--- src/rtl/uart_rx_frontend.sv ---
// 8N1 serial receive front end: synchronises rx, frames bytes, and emits data/error strobes.
// Optional UART_RX_MAJORITY_EN enables a 2-of-3 majority vote at every sample point.
module uart_rx_frontend #(
    parameter int CLKS_PER_BIT = 900,
    parameter int SYNC_STAGES  = 2
) (
    input  logic       clk,
    input  logic       Rst,
    input  logic       rx,
    input  logic       rx_fifo_full,
    output logic [7:0] rx_dout,
    output logic       rx_pres,
    output logic       frame_err,
    output logic       overrun_err,
    output logic       busy
);

    localparam int CW   = $clog2(CLKS_PER_BIT);
    localparam int HALF = CLKS_PER_BIT / 2;
    localparam logic [CW-1:0] HALF_M1 = CW'(HALF - 1);
    localparam logic [CW-1:0] LAST    = CW'(CLKS_PER_BIT - 1);

    typedef enum logic [1:0] {
        IDLE,
        START,
        DATA,
        STOP
    } state_t;

    state_t                 state_q;
    logic [CW-1:0]          cnt_q;
    logic [2:0]             idx_q;
    logic [7:0]             shift_q;
    logic [SYNC_STAGES-1:0] sync_q;
    logic                   rxs;
    logic                   samp;

    // Synchroniser resets to the idle-line level so reset never looks like a start bit.
    always_ff @(posedge clk or negedge Rst) begin
        if (!Rst) begin
            sync_q <= '1;
        end else begin
            sync_q <= {sync_q[SYNC_STAGES-2:0], rx};
        end
    end

    assign rxs = sync_q[SYNC_STAGES-1];

`ifdef UART_RX_MAJORITY_EN
    logic [1:0] hist_q;

    always_ff @(posedge clk or negedge Rst) begin
        if (!Rst) begin
            hist_q <= 2'b11;
        end else begin
            hist_q <= {hist_q[0], rxs};
        end
    end

    assign samp = (hist_q[1] & hist_q[0]) | (hist_q[1] & rxs) | (hist_q[0] & rxs);
`else
    assign samp = rxs;
`endif

    always_ff @(posedge clk or negedge Rst) begin
        if (!Rst) begin
            state_q     <= IDLE;
            cnt_q       <= '0;
            idx_q       <= '0;
            shift_q     <= '0;
            rx_dout     <= 8'h00;
            rx_pres     <= 1'b0;
            frame_err   <= 1'b0;
            overrun_err <= 1'b0;
            busy        <= 1'b0;
        end else begin
            rx_pres     <= 1'b0;
            frame_err   <= 1'b0;
            overrun_err <= 1'b0;
            case (state_q)
                IDLE: begin
                    cnt_q <= '0;
                    if (!rxs) begin
                        state_q <= START;
                        busy    <= 1'b1;
                    end
                end
                START: begin
                    if (cnt_q == HALF_M1) begin
                        cnt_q <= '0;
                        idx_q <= '0;
                        if (samp) begin
                            state_q <= IDLE;
                            busy    <= 1'b0;
                        end else begin
                            state_q <= DATA;
                        end
                    end else begin
                        cnt_q <= cnt_q + CW'(1);
                    end
                end
                DATA: begin
                    if (cnt_q == LAST) begin
                        cnt_q   <= '0;
                        shift_q <= {samp, shift_q[7:1]};
                        idx_q   <= idx_q + 3'd1;
                        if (idx_q == 3'd7) begin
                            state_q <= STOP;
                        end
                    end else begin
                        cnt_q <= cnt_q + CW'(1);
                    end
                end
                STOP: begin
                    if (cnt_q == LAST) begin
                        cnt_q   <= '0;
                        state_q <= IDLE;
                        busy    <= 1'b0;
                        // A held-low line re-enters START on the next edge, reporting a break per frame.
                        if (!samp) begin
                            frame_err <= 1'b1;
                        end else if (rx_fifo_full) begin
                            overrun_err <= 1'b1;
                        end else begin
                            rx_dout <= shift_q;
                            rx_pres <= 1'b1;
                        end
                    end else begin
                        cnt_q <= cnt_q + CW'(1);
                    end
                end
                default: begin
                    state_q <= IDLE;
                    busy    <= 1'b0;
                end
            endcase
        end
    end

endmodule

--- config.mk ---
export PLATFORM = sky130hd
export DESIGN_NAME = uart_rx_frontend
export DESIGN_NICKNAME = d
export VERILOG_FILES = /design/src/rtl/uart_rx_frontend.sv
export SDC_FILE = /design/constraint.sdc
export NUM_CORES = 1
export LEC_CHECK = 0
export CORE_AREA = 2 2 58 60
export DETAILED_ROUTE_END_ITERATION = 12
export DIE_AREA = 0 0 60 62
export PLACE_DENSITY = 0.77
export SYNTH_ARGS = -nofsm -noshare
export SYNTH_HDL_FRONTEND = slang
export SYNTH_SLANG_ARGS = --single-unit
--- constraint.sdc ---
create_clock -name clk -period 2.3 [get_ports clk]
set_clock_uncertainty 0.05 [all_clocks]
set_input_delay 0.23 -clock clk [delete_from_list [all_inputs] [get_ports clk]]
set_output_delay 0.23 -clock clk [all_outputs]
set_load 0.02 [all_outputs]
==> reports/results.ini, run 1 <==
[sta]
final-setup-viol-count = 0
hold-worst-slack_ps = 243.6
fin_setup_tns_ps = 0
slew-limit-headroom = 0.6572
clock.fmax_ghz = 0.4526
grt_setup_unrepaired = no
fin_crit_ps = 2210
period_share = 0.9607
hold_viol = 0
slew_at_the_pin_with_the_worst_max_slew_slack_ps = 512.7
timing.final.max_slew_violations = 0

[synthesis]
asyncSetResetFlopFracSynth = 1.000
syn_nets = 136
synth.yosys.seq_area_share = 0.5747
post_synth.cell_area_avg_um2 = 12.62
netlist_area_um2 = 1615
unique_cell_type_count_in_the_yosys_netlist = 31
synth_edf_count = 0
ys.flop_type = dfrtp_1
synth.largest_area_cell = dfrtp_1
ys_seq_elements = 37
syn_inst = 128
synth_warnings = 0
post_synth_main_area_contributors = dfrtp_1 54%, mux2_4 7.4%, mux2_2 4.9%
netlist.area_leader.share = 0.5422

[final_layout]
layout-drive-gt1-share = 0.1987
final_antenna_diode_count = 0
finish.instance_area_um2 = 1882
layout_commonest_cell = dfrtp_1
area_added_between_synthesis_and_finish_pct = 16.50
commonest_non_fill_non_tap_cells_in_the_layout = 35 x dfrtp_1, 15 x clkdlybuf4s50_1, 13 x nor2_1, 8 x mux2_4
final_net_count = 158

[floorplan]
core_region_area_um2 = 3179
core.rowCount = 21
die_height_um = 62
floorplan.initialDensity = 0.5081
area_of_the_die_um2 = 3720
io_pins = 16
die-width_um = 60

[drt]
dr.pass1.iters = 4
wl_per_cell_um = 13.52
final_routed_drc_violation_total = 0
ratio_of_routed_vias_to_standard_cells = 5.228
drt_iter0_drc = 31
finalWirelength_um = 2663
antenna_violating_nets_post_route = 0
dr_total_vias = 1030

[status]
status = finished, final reports clean

[global_route]
via_count_of_the_first_global_routing_pass = 1013
initial_antenna_violation_count = 0
grt_first_pass_wirelength_um = 4616
grt_start_max_net_pins = 38
globalRoute.totalOverflow = 0
grt_util_all_layers = 0.1740

[clock_tree]
clock_tree.htree_level_count = 2
cts_hold_repair.buffers = 0
tritoncts.num_buffers = 5
cts.clk_slew.worst_paths_ps = 100
cts_setup_buffers = 0
worst_skew_pair.late_latency_ps = 330
post_cts_resize_count = 0
clock_tree_from_tritoncts = done
clock_sink_count = 37
root_cell_of_the_clock_tree = clkbuf_4
clock_tree.buffer_depth = 2

[critical_path]
critical_path.max_fanout = 9
reg2reg_from = cnt_q[2]$_DFF_PN0_
element_type_at_the_critical_path_start = flop
timing.reg2reg.setup_slack_ps = 90
endpoint_kind = flop
critical_path_required_ps = 2480
setup_crit_path_kind = reg2reg
worst_path_arrival_time_ps = 2380
launch_point_of_the_critical_path = cnt_q[2]$_DFF_PN0_

[placement]
io_buffer_count = 15
gpl.final_weighted_congestion = 0.8708
detailed_place.area_um2 = 1831
detailedPlacementHpwl_um = 1928

[hold_path]
worstHoldPathType = in2reg
hp-start = rx

[pwr]
cellPowerDensity_nw_per_um2 = 528.9
vdd_ir_drop_max_mv = 0.2884
power_leakage_nw = 0.8926
p_total_uw = 995.3

[run]
cap_viol_max_count = 0

[worst max-delay path: stages (launching register included)]
cell and delay (ps):
dfrtp_1 480, nor4_4 400, nand3_2 170, or4_1 490, buf_4 200, mux2_4 310
[layout make-up]
type / count / area [µm²]
Clock buffer: 6 / 41.29
Clock inverter: 2 / 10.01
Fill cell: 265 / 1297
Inverter: 4 / 15.01
Multi-Input combinational cell: 83 / 649.4
Sequential cell: 37 / 928.4
Tap cell: 46 / 57.56
Timing Repair Buffer: 19 / 180.2
[cells in the mapped netlist, types with 2 or more instances]
master	n
nand2_1	5
nand3_1	7
and2_1	2
a22o_1	2
xor2_1	5
xnor2_1	3
mux2_2	7
nor2b_1	2
ha_1	4
clkbuf_1	3
dfstp_2	2
nand4_1	5
mux2_4	8
and3_1	2
dfrtp_1	35
nor3_1	3
o21ai_0	3
inv_1	4
and4b_1	2
nor2_1	13
[cell families after synthesis]
family / Yosys count / share of synthesized area
AO/OA/AOI/OAI: 11 / 0.04725
XOR/XNOR: 8 / 0.04338
adder cells (fa/ha/maj): 4 / 0.03098
buffers and inverters: 8 / 0.02323
flip-flops: 37 / 0.5747
multiplexers: 15 / 0.1232
AND/OR/NAND/NOR: 45 / 0.1572
[power by group]
part / switching (mW) / total, mW / internal [mW]
sequential: 0.00167 / 0.655 / 0.653
combinational: 0.0131 / 0.0188 / 0.00573
clock: 0.205 / 0.321 / 0.116
total: 0.220 / 0.995 / 0.776
[final timing paths]
path,end,depth (start not counted)
max in group asynchronous,sync_q[1]$_DFF_PN1_,2
setup reg to reg,rx_dout[0]$_DFFE_PN0P_,5
min in group asynchronous,rx_dout[7]$_DFFE_PN0P_,2
setup / recovery,rx_dout[0]$_DFFE_PN0P_,5
hold reg to reg,sync_q[1]$_DFF_PN1_,0
hold / removal,sync_q[0]$_DFF_PN1_,1
[per-layer routing]
metal / track usage / vias to the layer above / part of all wire
met5: 0 / - / 0
met4: 0.07619 / 0 / 0.012
met3: 0.05590 / 4 / 0.041
met2: 0.2997 / 26 / 0.53
met1: 0.1995 / 505 / 0.42
li1: - / 495 / -
[flip-flops by register name, indices dropped and copies added (netlist names), 2 cells and up, named ones only]
| name | count |
|---|---|
| cnt_q | 10 |
| rx_dout | 8 |
| shift_q | 8 |
| idx_q | 3 |
| sync_q | 2 |
[stage by stage]
step,utilization,worst slack (ps),instances
global placement,0.5758,196.9,189
CTS,0.5919,90.20,197
global route,0.5919,1.517,197
floorplan,-,262.2,128
finish,0.5919,90.46,197
detailed placement,0.5758,103.5,189
Power figures use the tool's default switching activity.
==> inputs of run 2 (changes only) <==
--- a/config.mk
+++ b/config.mk
@@ -5,6 +5,7 @@
 export SDC_FILE = /design/constraint.sdc
 export NUM_CORES = 1
 export LEC_CHECK = 0
+export CAP_MARGIN = 20
 export CORE_AREA = 2 2 58 60
 export DETAILED_ROUTE_END_ITERATION = 12
 export DIE_AREA = 0 0 60 62
==> results of run 2 <==
The final DEF is identical to that of run 1; final timing and power are the same.
